File: src/rtl/id_exe_reg.sv
// ID/EXE pipeline register for the 5-stage MIPS core.
// Handles freeze, load-use bubble, branch flush and a saturating bubble counter.
module id_exe_reg #(
    parameter int DATA_W = 32,
    parameter int REG_W  = 5,
    parameter int CMD_W  = 4
) (
    input  logic              clk,
    input  logic              rst_n,
    input  logic              freeze,
    input  logic              bubble,
    input  logic              flush,
    input  logic              ID_valid,
    input  logic [DATA_W-1:0] ID_PC,
    input  logic [CMD_W-1:0]  ID_EXE_CMD,
    input  logic              ID_MEM_R_EN,
    input  logic              ID_MEM_W_EN,
    input  logic              ID_WB_EN,
    input  logic              ID_B,
    input  logic              ID_Imm,
    input  logic [DATA_W-1:0] ID_Val1,
    input  logic [DATA_W-1:0] ID_Val2,
    input  logic [DATA_W-1:0] ID_ST_val,
    input  logic [REG_W-1:0]  ID_src1,
    input  logic [REG_W-1:0]  ID_src2,
    input  logic [REG_W-1:0]  ID_ST_src,
    input  logic [REG_W-1:0]  ID_Dest,
    output logic              EXE_valid,
    output logic [DATA_W-1:0] EXE_PC,
    output logic [CMD_W-1:0]  EXE_EXE_CMD,
    output logic              EXE_MEM_R_EN,
    output logic              EXE_MEM_W_EN,
    output logic              EXE_WB_EN,
    output logic              EXE_B,
    output logic              EXE_Imm,
    output logic [DATA_W-1:0] EXE_Val1,
    output logic [DATA_W-1:0] EXE_Val2,
    output logic [DATA_W-1:0] EXE_ST_val,
    output logic [REG_W-1:0]  EXE_src1,
    output logic [REG_W-1:0]  EXE_src2,
    output logic [REG_W-1:0]  EXE_ST_src,
    output logic [REG_W-1:0]  EXE_Dest,
    output logic [15:0]       bubble_count
);

    typedef struct packed {
        logic              valid;
        logic [DATA_W-1:0] pc;
        logic [CMD_W-1:0]  cmd;
        logic              mem_r_en;
        logic              mem_w_en;
        logic              wb_en;
        logic              b;
        logic              imm;
        logic [DATA_W-1:0] val1;
        logic [DATA_W-1:0] val2;
        logic [DATA_W-1:0] st_val;
        logic [REG_W-1:0]  src1;
        logic [REG_W-1:0]  src2;
        logic [REG_W-1:0]  st_src;
        logic [REG_W-1:0]  dest;
    } stage_t;

    stage_t      stage_q;
    stage_t      stage_d;
    logic [15:0] count_q;
    logic        load_nop;

    // Flush beats freeze; a bubble only takes effect when the stage is not frozen.
    assign load_nop = flush | (~freeze & bubble);

    always_comb begin
        stage_d          = '0;
        stage_d.valid    = ID_valid;
        stage_d.pc       = ID_PC;
        stage_d.cmd      = ID_EXE_CMD;
        stage_d.mem_r_en = ID_MEM_R_EN & ID_valid;
        stage_d.mem_w_en = ID_MEM_W_EN & ID_valid;
        stage_d.wb_en    = ID_WB_EN & ID_valid;
        stage_d.b        = ID_B & ID_valid;
        stage_d.imm      = ID_Imm;
        stage_d.val1     = ID_Val1;
        stage_d.val2     = ID_Val2;
        stage_d.st_val   = ID_ST_val;
        stage_d.src1     = ID_src1;
        stage_d.src2     = ID_src2;
        stage_d.st_src   = ID_ST_src;
        stage_d.dest     = ID_Dest;
    end

    always_ff @(posedge clk) begin
        if (!rst_n) begin
            stage_q <= '0;
            count_q <= '0;
        end else if (load_nop) begin
            stage_q <= '0;
            if (count_q != '1) begin
                count_q <= count_q + 16'd1;
            end
        end else if (!freeze) begin
            stage_q <= stage_d;
        end
    end

    assign EXE_valid    = stage_q.valid;
    assign EXE_PC       = stage_q.pc;
    assign EXE_EXE_CMD  = stage_q.cmd;
    assign EXE_MEM_R_EN = stage_q.mem_r_en;
    assign EXE_MEM_W_EN = stage_q.mem_w_en;
    assign EXE_WB_EN    = stage_q.wb_en;
    assign EXE_B        = stage_q.b;
    assign EXE_Imm      = stage_q.imm;
    assign EXE_Val1     = stage_q.val1;
    assign EXE_Val2     = stage_q.val2;
    assign EXE_ST_val   = stage_q.st_val;
    assign EXE_src1     = stage_q.src1;
    assign EXE_src2     = stage_q.src2;
    assign EXE_ST_src   = stage_q.st_src;
    assign EXE_Dest     = stage_q.dest;
    assign bubble_count = count_q;

endmodule

File: config.mk
export PLATFORM = sky130hd
export DESIGN_NAME = id_exe_reg
export DESIGN_NICKNAME = d
export VERILOG_FILES = /design/src/rtl/id_exe_reg.sv
export SDC_FILE = /design/constraint.sdc
export NUM_CORES = 1
export LEC_CHECK = 0
export ABC_AREA = 0
export CAP_MARGIN = 15
export CORE_MARGIN = 10
export CORE_UTILIZATION = 40
export DETAILED_ROUTE_END_ITERATION = 7
export PLACE_DENSITY_LB_ADDON = 0.2
export SYNTH_ARGS = -nofsm -noshare
export SYNTH_HDL_FRONTEND = slang
export SYNTH_SLANG_ARGS = --single-unit
export TNS_END_PERCENT = 5
File: constraint.sdc
create_clock -name clk -period 2.72 [get_ports clk]
set_clock_uncertainty 0.2 [all_clocks]
set_input_delay 0.68 -clock clk [delete_from_list [all_inputs] [get_ports clk]]
set_output_delay 0.68 -clock clk [all_outputs]
set_load 0.02 [all_outputs]
Yosys cells after proc, flatten, opt, wreduce, memory -nomap -nowiden. Cells that the tools add are included.

Bits in writable memories: 0. Logic and storage cells: 28. ROM bits: 0. Output and inout bits: 174. Flip-flop bits (word level): 174. Bits in latches: 0. Input port bits: 163. Memories: 0.

Equal/unequal tests: 1. Add/sub/neg operators: 1. Divide/modulo/power cells: 0. Order comparisons: 0. Multiplexer cells: 0. Multipliers: 0. Reduce and logical (&&, ||, !) cells: 2. Bitwise operators: 8. Shift operators: 0.

Operator list (number): 16-bit by 1-bit adder with 16-bit output, second input constant (1); 16-bit inequality test, second input constant (1); 1-bit bitwise AND (5); 1-bit NOT (2); 2-bit AND reduction (1); 2-bit OR reduction (1); 1-bit bitwise OR (1).

Depth between registers and ports, before layout.
Word-level depth: 4. Depth in mapped cells: 7. Gate-level depth less buffers: 5.

Worst setup path after synthesis. OpenSTA, ideal clock, no wires.

Path type: input port to flip-flop. From: in freeze. To: reg count_q[10], in the netlist bubble_count[10]. Buffers on the path: 1. Required time: 2.448 ns. Setup time: 0.072 ns. Slack: 0.705 ns. Cell stages on the path: 5. Data arrival time: 1.743 ns. Cells stage by stage: buf_4 nor2b_4 o2111ai_4 or4_1 a21oi_1.

Longest elaborated chain between the ends: 4.

Ends and longest elaborated chain: start: declaration (RTL line 10) `input logic freeze,`; 1-bit NOT (RTL line 70) `assign load_nop = flush | (~freeze & bubble);`; 1-bit bitwise AND (RTL line 70); 1-bit bitwise OR (RTL line 70); 2-bit AND reduction (no line); end signal: assignment (RTL line 98) `count_q <= count_q + 16'd1;`; end: declaration (RTL line 66) `logic [15:0] count_q;`.

Every way passes these cells. A chain may end at the register's enable or synchronous reset.

Worst setup path after layout.
From: reg count_q[9], in the netlist bubble_count[9]. To: out bubble_count[9].

RTL lines: end: declaration (RTL line 43) `output logic [15:0] bubble_count`.

No word-level cell between the ends.

==> summary.txt <==
worst r2r src: bubble_count[0]$_SDFFE_PN0P_
global-route wire length before repair: 32800 um
CP Buf/Inv Count: 1
Design Power: 0.00585 W
total number of vias: 5583
switching part of the total: 23.2%
TritonCTS buffer count: 17
1st-iter DRT viols: 219
# H-tree levels: 4
post-layout util: 66.9%
dpl ws: 249 ps
initial antenna violation count: 0
post-route minimum period: 2460 ps
die span in y: 147 um
Worst Path Required: 1840 ps
Die Wd: 147 um
core footprint: 0.0158 mm^2
critical path endpoint: bubble_count[9]
Worst-Skew Late Latency: 420 ps
cell family with most CP delay: buffers and inverters
TritonCTS clock tree: done
# nets final: 1105
Worst Tran Pin Value: 667 ps
#FFs+latches synth: 174
Slowest cell on crit path: clkdlybuf4s50_1
DRC: 0
clock power share: 41.5%
CP Data Arrival Time: 1580 ps
Post-CTS Setup Bufs: 0
status: finished, final reports clean
Max Root-Sink Buffers: 2
Layout area overhead: 65.1%
Layout fillers: 1263
Post-Syn Nets: 778
CTS Hold Buffers Added: 0
WHS Path Cells: 2
mean post-synth cell area: 10.5 um^2
routed wire length: 21700 um
Critical Path Source Type: flop
synth unique cells: 44
critical path class: flop to primary output
Gate Count Post-Synth: 614
ys async rst share: 0%
VDD IR max: 0.411 mV
dpl cells: 1138
non-filler cells in the finished layout: 1170
post_cts resized: 0
CTS Sinks: 174
die footprint: 0.0215 mm^2
fmax: 406 MHz
DP Wirelength: 16600 um
leakage power total: 4.24 nW
Antenna Cells: 0
Initial DRT Pass Iterations: 4
port bufs: 336
post-DR wirelength/cell: 18.6 um
Hold Vio Cnt, Final: 0
CP Cell Sequence: clkdlybuf4s50_1
crit share post-route: 90.5%
Post-synth EDFFs: 0
Clk pin slew, worst setup/hold paths: 60 ps
Critical path origin: bubble_count[9]$_SDFFE_PN0P_
Rel. slew slack: 55.5%
Max Cap Viol: 0
Starting Density: 40.6%
WP depth: 1
max-slew violations: 0
largest net degree at the start of global routing: 93
kind of end point of the critical path: primary output
vias in the first global route: 5468
Total Neg Setup Slack: 0 ps
register area share after synthesis: 54.3%
sw power: 0.00136 W
combinational share of power: 13.1%
Routed Antenna Nets: 0
Ports: 337
vias per cell: 4.77
Warnings, synthesis: 0
CP max stage delay: 670 ps
GRT Total Usage: 19.4%
Setup violations, final: 0
Overflow after GRT: 0
reg2reg end: bubble_count[10]$_SDFFE_PN0P_
Cell Pwr Density: 552 mW/mm^2
Main synth FF type: dfxtp_1
final setup margin: 259 ps
RSZ-0062 raised after global routing: false
Rows: 46
Crit Path Max Fanout: 9
internal power: 0.00449 W
R2R setup slack: 690 ps
FF-to-FF path depth: 5
Seq pwr share: 45.4%
share of cells above drive strength 1: 5.24%
RePlAce Congestion: 0.776
root buffer cell: clkbuf_16
Mapped Area: 0.00642 mm^2
HP Class: flop to flop
[state kept, by name, indices dropped and copies added (netlist names)]
register,flops
EXE_B,1
EXE_Dest,5
EXE_PC,32
EXE_Val1,32
EXE_valid,1
EXE_ST_val,32
EXE_src1,5
EXE_Val2,32
EXE_EXE_CMD,4
EXE_WB_EN,1
EXE_MEM_W_EN,1
bubble_count,16
EXE_Imm,1
EXE_MEM_R_EN,1
EXE_ST_src,5
EXE_src2,5
[worst min-delay path by stage]
stage	slack, ps	start	end
detailed placement	280	EXE_Val1[17]$_SDFFE_PP0N_	EXE_Val1[17]$_SDFFE_PP0N_
global route	320	EXE_Val1[20]$_SDFFE_PP0N_	EXE_Val1[20]$_SDFFE_PP0N_
finish	290	EXE_PC[1]$_SDFFE_PP0N_	EXE_PC[1]$_SDFFE_PP0N_
CTS	300	EXE_PC[1]$_SDFFE_PP0N_	EXE_PC[1]$_SDFFE_PP0N_
floorplan	360	bubble_count[1]$_SDFFE_PN0P_	bubble_count[1]$_SDFFE_PN0P_
global placement	270	EXE_valid$_SDFFE_PP0N_	EXE_valid$_SDFFE_PP0N_
[worst register-to-register path, delay by kind of cell (launching register included)]
kind / cells / cell delay (ps)
AO/OA/AOI/OAI: 2 / 330
adder cells (fa/ha/maj): 1 / 270
flip-flops: 1 / 420
AND/OR/NAND/NOR: 2 / 750
[cells in the final DEF, fill, tap and decap left out, types with 4 or more instances in the layout]
cell,netlist,routed
buf_12,0,5
o31ai_1,4,4
nand3_1,6,6
nand2_1,12,11
clkbuf_16,0,17
a211oi_1,5,5
mux2i_1,156,156
a21oi_1,8,8
or4_1,5,5
clkdlybuf4s50_1,0,335
a22oi_1,4,4
inv_1,5,5
clkbuf_8,0,4
dfxtp_1,174,174
nor2_1,162,162
[layer usage]
layer | track usage (%) | share of wire (%)
met4 | 6.16 | 1.6
met3 | 8.71 | 11
met1 | 21.2 | 38
met2 | 32.7 | 49
met5 | 0 | 0
[final cells by class]
class | count | area [um^2] | share of cell area [%]
repair buffers | 344 | 3490 | 32.9
flip-flops and latches | 174 | 3480 | 32.9
multi-input cells | 398 | 2740 | 25.9
clock buffers | 23 | 478 | 4.51
well taps | 216 | 270 | 2.55
clock inverters | 9 | 108 | 1.02
inverters | 6 | 22.5 | 0.213
[cell families after synthesis]
family	after synthesis	share of synthesized area, %
mux	156	24.3
simple gates	206	13.9
buf+inv	42	3.10
flops	174	54.3
fa+ha+maj	1	0.195
compound gates	35	4.21
[per-stage QoR]
stage / cell area, um^2 / hold WS (ps)
finish: 10600 / 291
global route: 10600 / 315
CTS: 10600 / 298
detailed placement: 10000 / 283
global placement: 10000 / 270
floorplan: 6420 / 356
[Yosys cell counts (2+ instances only)]
master / number / area [um^2]
dfxtp_1: 174 / 3480
nor2_1: 162 / 608
mux2i_1: 156 / 1560
buf_2: 24 / 120
nand2_1: 12 / 45.0
a21oi_1: 8 / 40.0
clkbuf_1: 6 / 22.5
nand3_1: 6 / 30.0
a211oi_1: 5 / 37.5
inv_1: 5 / 18.8
or4_1: 5 / 37.5
a22oi_1: 4 / 30.0
o31ai_1: 4 / 30.0
and3_1: 3 / 18.8
buf_1: 3 / 11.3
buf_4: 3 / 22.5
o21ai_0: 3 / 15.0
nand2b_1: 2 / 12.5
nand4_1: 2 / 12.5
nor3_1: 2 / 10.0
o31a_1: 2 / 17.5
[power by group through the flow]
stage          Sequential, W  Clock, W  Combinational, W
2_1_floorplan        0.00279         0          0.000256
3_3_place_gp         0.00271         0          0.000764
3_5_place_dp         0.00271         0          0.000771
4_1_cts              0.00265   0.00247          0.000776
5_1_grt              0.00266   0.00258          0.000822
6_report             0.00265   0.00243          0.000768
(Power assumes the default switching activity.)
